==> config.mk <==
export PLATFORM = sky130hd
export DESIGN_NAME = oven_countdown_timer
export DESIGN_NICKNAME = d
export VERILOG_FILES = /design/src/rtl/oven_countdown_timer.sv
export SDC_FILE = /design/constraint.sdc
export NUM_CORES = 1
export LEC_CHECK = 0
export CAP_MARGIN = 20
export CORE_MARGIN = 10
export CORE_UTILIZATION = 32
export DETAILED_ROUTE_END_ITERATION = 12
export GPL_TIMING_DRIVEN = 1
export MAX_ROUTING_LAYER = met4
export PLACE_DENSITY = 0.5
export REMOVE_ABC_BUFFERS = 1
export SLEW_MARGIN = 5
export SYNTH_ARGS = -nofsm -noshare
export SYNTH_HDL_FRONTEND = slang
export SYNTH_SLANG_ARGS = --single-unit
export TNS_END_PERCENT = 5
==> constraint.sdc <==
create_clock -name clk -period 2.8 [get_ports clk]
set_clock_uncertainty 0.1 [all_clocks]
set_input_delay 0.56 -clock clk [delete_from_list [all_inputs] [get_ports clk]]
set_output_delay 0.56 -clock clk [all_outputs]
set_load 0.005 [all_outputs]
==> src/rtl/oven_countdown_timer.sv <==
// rtl/oven_countdown_timer.sv - BCD MM:SS countdown timer with start/pause/cancel and completion pulse
//
// Ports:
//   clk, rst_n        clock and asynchronous active-low reset
//   set_time          BCD time to load (sanitised on load)
//   load              strobe: load set_time (ignored while running)
//   start             strobe: start from IDLE or resume from PAUSED
//   pause             strobe: pause a running countdown
//   cancel            strobe: abort and clear, highest priority
//   digit_time        remaining time in BCD
//   running/paused/done  state flags
//   timeout           one-cycle pulse when the count reaches zero
module oven_countdown_timer #(
    parameter int TICK_DIV = 50_000_000,
    parameter int N_DIGITS = 4
) (
    input  logic                  clk,
    input  logic                  rst_n,
    input  logic [4*N_DIGITS-1:0] set_time,
    input  logic                  load,
    input  logic                  start,
    input  logic                  pause,
    input  logic                  cancel,
    output logic [4*N_DIGITS-1:0] digit_time,
    output logic                  running,
    output logic                  paused,
    output logic                  done,
    output logic                  timeout
);

    localparam int DW = 4 * N_DIGITS;
    localparam int PW = $clog2(TICK_DIV);
    localparam logic [PW-1:0] PRESC_LAST = PW'(TICK_DIV - 1);

    typedef enum logic [1:0] {
        ST_IDLE,
        ST_RUNNING,
        ST_PAUSED,
        ST_DONE
    } state_t;

    state_t          state, state_n;
    logic [DW-1:0]   time_n;
    logic [DW-1:0]   dec_time;
    logic [PW-1:0]   presc, presc_n;
    logic            timeout_n;
    logic            tick;

    // Clamp every digit to 9 and the seconds-tens digit to 5.
    function automatic logic [DW-1:0] sanitize(input logic [DW-1:0] v);
        logic [DW-1:0] r;
        logic [3:0]    d;
        r = v;
        for (int i = 0; i < N_DIGITS; i++) begin
            d = v[i*4 +: 4];
            if (d > 4'd9) d = 4'd9;
            if (i == 1 && d > 4'd5) d = 4'd5;
            r[i*4 +: 4] = d;
        end
        return r;
    endfunction

    // One-second BCD decrement; zero saturates instead of wrapping to all-9s.
    function automatic logic [DW-1:0] bcd_dec(input logic [DW-1:0] v);
        logic [DW-1:0] r;
        logic [3:0]    d;
        logic          borrow;
        r      = v;
        borrow = 1'b1;
        if (v != '0) begin
            for (int i = 0; i < N_DIGITS; i++) begin
                d = v[i*4 +: 4];
                if (borrow) begin
                    if (d == 4'd0) begin
                        d = (i == 1) ? 4'd5 : 4'd9;
                    end else begin
                        d      = d - 4'd1;
                        borrow = 1'b0;
                    end
                end
                r[i*4 +: 4] = d;
            end
        end
        return r;
    endfunction

    assign tick     = (presc == PRESC_LAST);
    assign dec_time = bcd_dec(digit_time);

    always_comb begin
        state_n   = state;
        time_n    = digit_time;
        presc_n   = presc;
        timeout_n = 1'b0;
        if (cancel) begin
            state_n = ST_IDLE;
            time_n  = '0;
            presc_n = '0;
        end else if (state == ST_RUNNING) begin
            // The run step (prescaler advance and any tick decrement) is taken
            // even on the edge that pauses, so no run cycle is lost.
            if (tick) begin
                presc_n = '0;
                time_n  = dec_time;
            end else begin
                presc_n = presc + PW'(1);
            end
            if (tick && dec_time == '0) begin
                state_n   = ST_DONE;
                timeout_n = 1'b1;
            end else if (pause) begin
                state_n = ST_PAUSED;
            end
        end else if (start && state != ST_DONE && digit_time != '0) begin
            state_n = ST_RUNNING;
            // Resuming from PAUSED keeps the partial second already counted.
            if (state == ST_IDLE) presc_n = '0;
        end else if (load) begin
            state_n = ST_IDLE;
            time_n  = sanitize(set_time);
            presc_n = '0;
        end
    end

    always_ff @(posedge clk or negedge rst_n) begin
        if (!rst_n) begin
            state      <= ST_IDLE;
            digit_time <= '0;
            presc      <= '0;
            timeout    <= 1'b0;
        end else begin
            state      <= state_n;
            digit_time <= time_n;
            presc      <= presc_n;
            timeout    <= timeout_n;
        end
    end

    assign running = (state == ST_RUNNING);
    assign paused  = (state == ST_PAUSED);
    assign done    = (state == ST_DONE);

endmodule

---- Yosys cells after proc, flatten, opt, wreduce, memory -nomap -nowiden ----
Index checks and enable logic that the tools add are counted.
operators by class
  $add $sub $neg .......................... 5
  order comparisons ....................... 5
  equal/unequal tests ..................... 9
  multiplexer cells ....................... 45
  reductions and logical operators ........ 15
operator list
  kind                                                                             count
  26-bit two-way mux                                                               6
  16-bit two-way mux                                                               6
  4-bit two-way mux                                                                16
  26-bit by 1-bit adder with 26-bit output, second input constant                  1
  26-bit == test, second input constant                                            1
  4-bit greater-than comparator, second input constant                             4
  16-bit zero test                                                                 1
  4-bit zero test                                                                  4
  16-bit nonzero test                                                              1
  4-bit by 1-bit subtractor with 4-bit output, second input constant               4
  2-bit two-way mux                                                                6
  1-bit two-way mux                                                                11
  4-bit by 3-bit != test with 1-bit output, second input constant                  2
  2-bit == test, second input constant                                             2
  4-bit by 3-bit greater-than comparator with 1-bit output, second input constant  1
  2-bit AND reduction                                                              2
  4-bit nonzero test                                                               1
  1-bit logical AND                                                                3
  3-bit by 2-bit != test with 1-bit output, second input constant                  1
  3-bit != test, second input constant                                             1
  3-bit AND reduction                                                              1
  3-bit nonzero test                                                               1
  2-bit by 1-bit == test with 1-bit output, second input constant                  1
  2-bit zero test                                                                  1
  2-bit != test, second input constant                                             1
word-level totals
  flip-flop bits (word level) ............. 45
  input port bits ......................... 22
  output and inout port bits .............. 20
  logic and storage cells ................. 83

---- Depth between registers and ports, before layout ----
  word-level depth ........................ 14
  mapped depth ............................ 8
  gate-level depth less buffers ........... 6

---- Worst setup path before layout ----
No wires, ideal clock.
  path type ............................... flip-flop to flip-flop
  start point ............................. reg digit_time[1]
  end point ............................... reg digit_time[4]
  setup time .............................. 136 ps
  data arrival time ....................... 2053 ps
  required time ........................... 2564 ps
  path slack .............................. 510 ps
  stages on the path, launching flop included .. 9
  buffers on the path ..................... 3
  period minus slack after synthesis ...... 2290 ps
  cells stage by stage .................... dfrtp_1 > buf_2 > nor4_2 > nand4_2 > and2_4 > buf_6 > buf_6 > o311ai_2 > o41ai_2
between the ends
  longest elaborated chain between the ends .. 8
  elaborated cells on any way between the ends .. 12
  classes of those cells .................. 1 x eq/ne; 7 x mux; 4 x reduce/logical
ends and longest elaborated chain
  item                    line  text
  from (decl)             24    output logic [4*N_DIGITS-1:0] digit_time,
  from (signal assigned)  133   digit_time <= time_n;
  4-bit zero test         74    if (d == 4'd0) begin
  1-bit two-way mux       74
  1-bit two-way mux       70    if (v != '0) begin
  4-bit two-way mux       73    if (borrow) begin
  16-bit two-way mux      70
  16-bit two-way mux      102   if (tick) begin
  16-bit two-way mux      99    end else if (state == ST_RUNNING) begin
  16-bit two-way mux      95    if (cancel) begin
Parallel ways exist; a longest one is shown, timed or not. The select of a mux whose other input is x is not followed.
A chain may end at the register's enable or synchronous reset.

---- Final worst setup path ----
  start point ............................. reg presc[9]
  end point ............................... reg digit_time[3]
between the ends
  longest elaborated chain between the ends .. 3
ends and longest elaborated chain
  item                                                line  text
  from (decl)                                         45    logic [PW-1:0] presc, presc_n;
  from (signal assigned)                              134   presc <= presc_n;
  26-bit == test                                      87    assign tick = (presc == PRESC_LAST);
  3-bit by 2-bit != test with 1-bit output (no line)  n/a
  3-bit AND reduction (no line)                       n/a
No other way between the ends.

==> reports/metrics.yaml <==
place:
  dpl_cell_area_um2: 3780
  gp_congestion: 0.906
  io_buffers: 41
  hpwl_um: 7200
cts:
  tritoncts: "yes"
  cts_buffers: 5
  insertion_delay_ns: 0.30
  cts_resized: 0
  cts.clk_slew.worst_paths_ns: 0.10
  cts_setup_buffers: 0
  cts_max_level: 2
  clockRootBuffer: "clkbuf_8"
  hold_buffers: 0
  numClockSinks: 45
  clk_path_buf_depth: 2
floorplanning:
  fp-row-count: 36
  io_pins: 42
  dieArea_um2: 14400
  die_w_um: 120
  initial_core_util_pct: 32.8
  core_area_um2: 9730
  die_y_um: 120
global_routing:
  use_met2_pct: 20.6
  grt-busiest-layer: "met2"
  antenna_found_initial: 0
  grt_usage_pct: 14.1
  grt_max_degree: 37
  overflow: 0
  grt_use_met3_pct: 1.78
  grt_pass1_vias: 3035
  use_met1_pct: 20.0
  grt_pass1_wl_um: 16500
power_and_ir_drop:
  p_seq_share_pct: 36.3
  p_sw_w: 0.000866
  vdd_ir_drop_max_v: 0.000222
  comb_power_share_pct: 43.3
  pwr-share-clk_pct: 20.5
  power_density_nw_per_um2: 545
  sw_frac_of_total_pct: 41.0
  p_leak_nw: 1.53
  p_int_w: 0.00125
final_layout:
  area_growth_pct: 21.2
  multi_input_area_um2: 1900
  register_area_um2: 1130
  fin_area_um2: 3870
  drive_above_1_share_pct: 11.6
  fillers: 1019
  diodes: 0
  nets: 437
detailed_routing:
  wirelength_um: 9930
  first_pass_iters: 5
  ant_nets: 0
  drtIter0Drc: 282
  drt-vias-per-instance: 5.86
  via_count: 3206
  drc_errors: 0
  wire_per_inst_um: 18.2
synthesis:
  synth_edf_count: 0
  ys_seq_area_share_pct: 35.2
  ys.flop_type: "dfrtp_1"
  synth_warnings: 0
  synth_area_um2: 3200
  postSynthAreaPerCell_um2: 8.54
  async_flop_share_pct: 100
  yosysUniqueCellTypes: 63
  ys_ff_latch: 45
  synthCells: 374
sta:
  fmax_mhz: 387
  finalHoldViolations: 0
  tightest_slew_ns: 1.00
  slew_headroom_pct: 33.0
  rsz0062_at_grt: "false"
  post-route-period-util_pct: 92.3
  layout_min_cycle_time_ns: 2.58
  drv_slew: 0
  hold_slack_ns: 0.124
  setup_viol: 0
run:
  drv_cap: 0
worst_setup_path:
  crit_start: "presc[9]"
  worstSetupPathType: "flop to flop"
  crit_path_max_incr_delay_ns: 0.51
  path_cells: "nor4bb_1, nand4_1, buf_4, o31a_1, a2111oi_0, o31ai_1"
  r2r-start: "presc[9]"
  path_max_fanout: 14
  r2r-end: "digit_time[3]"
  critPathCapture: "digit_time[3]"
  worstPathRequired_ns: 2.89
  arrival_ns: 2.67
  critPathLaunchType: "flop"
  crit_path_end_kind: "flop"
  r2r_setup_slack_ns: 0.22
  slowest_stage: "o31a_1"
  worstRegToRegCells: 6
outcome:
  status: "completed"
min_path:
  hp-class: "input pin to async pin"
==> worst min path at each step <==
stage	from	to	cells after the start
floorplan	rst_n	digit_time[0]	0
global placement	presc[0]	presc[0]	1
detailed placement	presc[0]	presc[0]	1
CTS	rst_n	presc[19]	1
global route	rst_n	presc[12]	1
finish	rst_n	presc[18]	1
==> registers in the layout, summed over array words and instances (netlist names) <==
signal,count
presc,26
digit_time,16
timeout,1
state,2
==> Yosys cell counts, drive strengths merged, types with 2 or more instances <==
cell type,instances,area [um2]
and3,15,93.8
inv,10,37.5
nand4,12,81.3
nor3,11,55.1
o22ai,2,12.5
or3,2,12.5
o31ai,6,50.1
nand3,21,105
xnor2,3,26.3
o311ai,4,42.6
nor2,27,101
a41oi,3,26.3
a2111oi,2,17.5
clkbuf,19,71.3
o211ai,7,52.6
nand2,22,82.6
a22o,6,52.6
and2,5,36.3
o31a,2,17.5
o21ai,26,130
nand2b,3,18.8
o2111ai,3,26.3
mux2i,14,140
a22oi,6,45.0
a31oi,10,62.6
a2bb2oi,2,17.5
a21oi,30,173
nor4,7,68.8
and4,6,52.6
dfrtp,45,1130
a211oi,6,45.0
buf,8,56.3
nor2b,5,31.3
or4,4,30.0
o2bb2ai,2,17.5
mux2,3,37.5
==> layout make-up <==
| type | count | area share [%] |
|---|---|---|
| Clock buffer | 6 | 2.13 |
| Clock inverter | 1 | 0.194 |
| Inverter | 10 | 0.969 |
| Multi-Input combinational cell | 292 | 49.2 |
| Sequential cell | 45 | 29.1 |
| Tap cell | 133 | 4.30 |
| Timing Repair Buffer | 60 | 14.2 |
==> kinds of logic (layout without fill, tap and decap cells) <==
| kind of cell | after synthesis | count (layout) | synth area share, % |
|---|---|---|---|
| buffers and inverters | 37 | 77 | 5.17 |
| muxes | 17 | 17 | 5.56 |
| xor gates and xnor gates | 4 | 4 | 1.10 |
| DFF | 45 | 45 | 35.2 |
| AOI/OAI and AO/OA | 125 | 125 | 27.2 |
| and+or+nand+nor | 145 | 145 | 25.4 |
| adders and majority gates | 1 | 1 | 0.391 |
==> per-stage QoR <==
stage | TNS [ns] | util [%] | power [W] | cells | setup WS, ns
2_1_floorplan | -0.0166 | - | 0.00130 | 347 | -0.0166
5_1_grt | 0 | 39.8 | 0.00225 | 547 | 0.117
6_report | 0 | 39.8 | 0.00211 | 547 | 0.215
3_5_place_dp | 0 | 38.9 | 0.00168 | 540 | 0.301
3_3_place_gp | 0 | 38.9 | 0.00168 | 540 | 0.298
4_1_cts | 0 | 39.8 | 0.00212 | 547 | 0.252
==> power by group through the flow <==
stage / combinational, W / clock, W / sequential, W
after global routing: 0.00100 / 0.000472 / 0.000776
after floorplan: 0.000539 / 0 / 0.000757
after global placement: 0.000898 / 0 / 0.000778
after CTS: 0.000905 / 0.000447 / 0.000765
after detailed placement: 0.000902 / 0 / 0.000778
final: 0.000914 / 0.000432 / 0.000766
==> worst max-delay path: cells and delay by family (launching register included) <==
kind / cells / cell delay (ns)
flops: 1 / 0.44
buf+inv: 1 / 0.20
simple gates: 2 / 0.67
compound gates: 3 / 1.06
==> cells in the final DEF (no fill, tap or decap), types with 5 or more instances in the layout <==
cell             count
nor2_1              27
a21oi_1             24
o211ai_1             7
o21ai_1             12
a22oi_1              6
o31ai_1              5
a31oi_1             10
and3_1              15
inv_1                8
a22o_1               6
nor3_1              11
o21ai_0             14
nand2_1             22
clkbuf_8             6
clkdlybuf4s50_1     40
buf_4               19
and4_1               6
mux2i_1             14
nand3_1             21
a211oi_1             6
a21oi_2              6
nand4_1             11
dfrtp_1             45
nor2b_1              5
==> routing by layer <==
metal	part of all wire, %	wire, um	vias up
met3	5.1	504	8
met1	49	4820	1561
met4	0.96	95	0
li1	-	-	1526
met5	0	0	-
met2	45	4510	111
No activity file was read; power rests on OpenSTA's default activity.
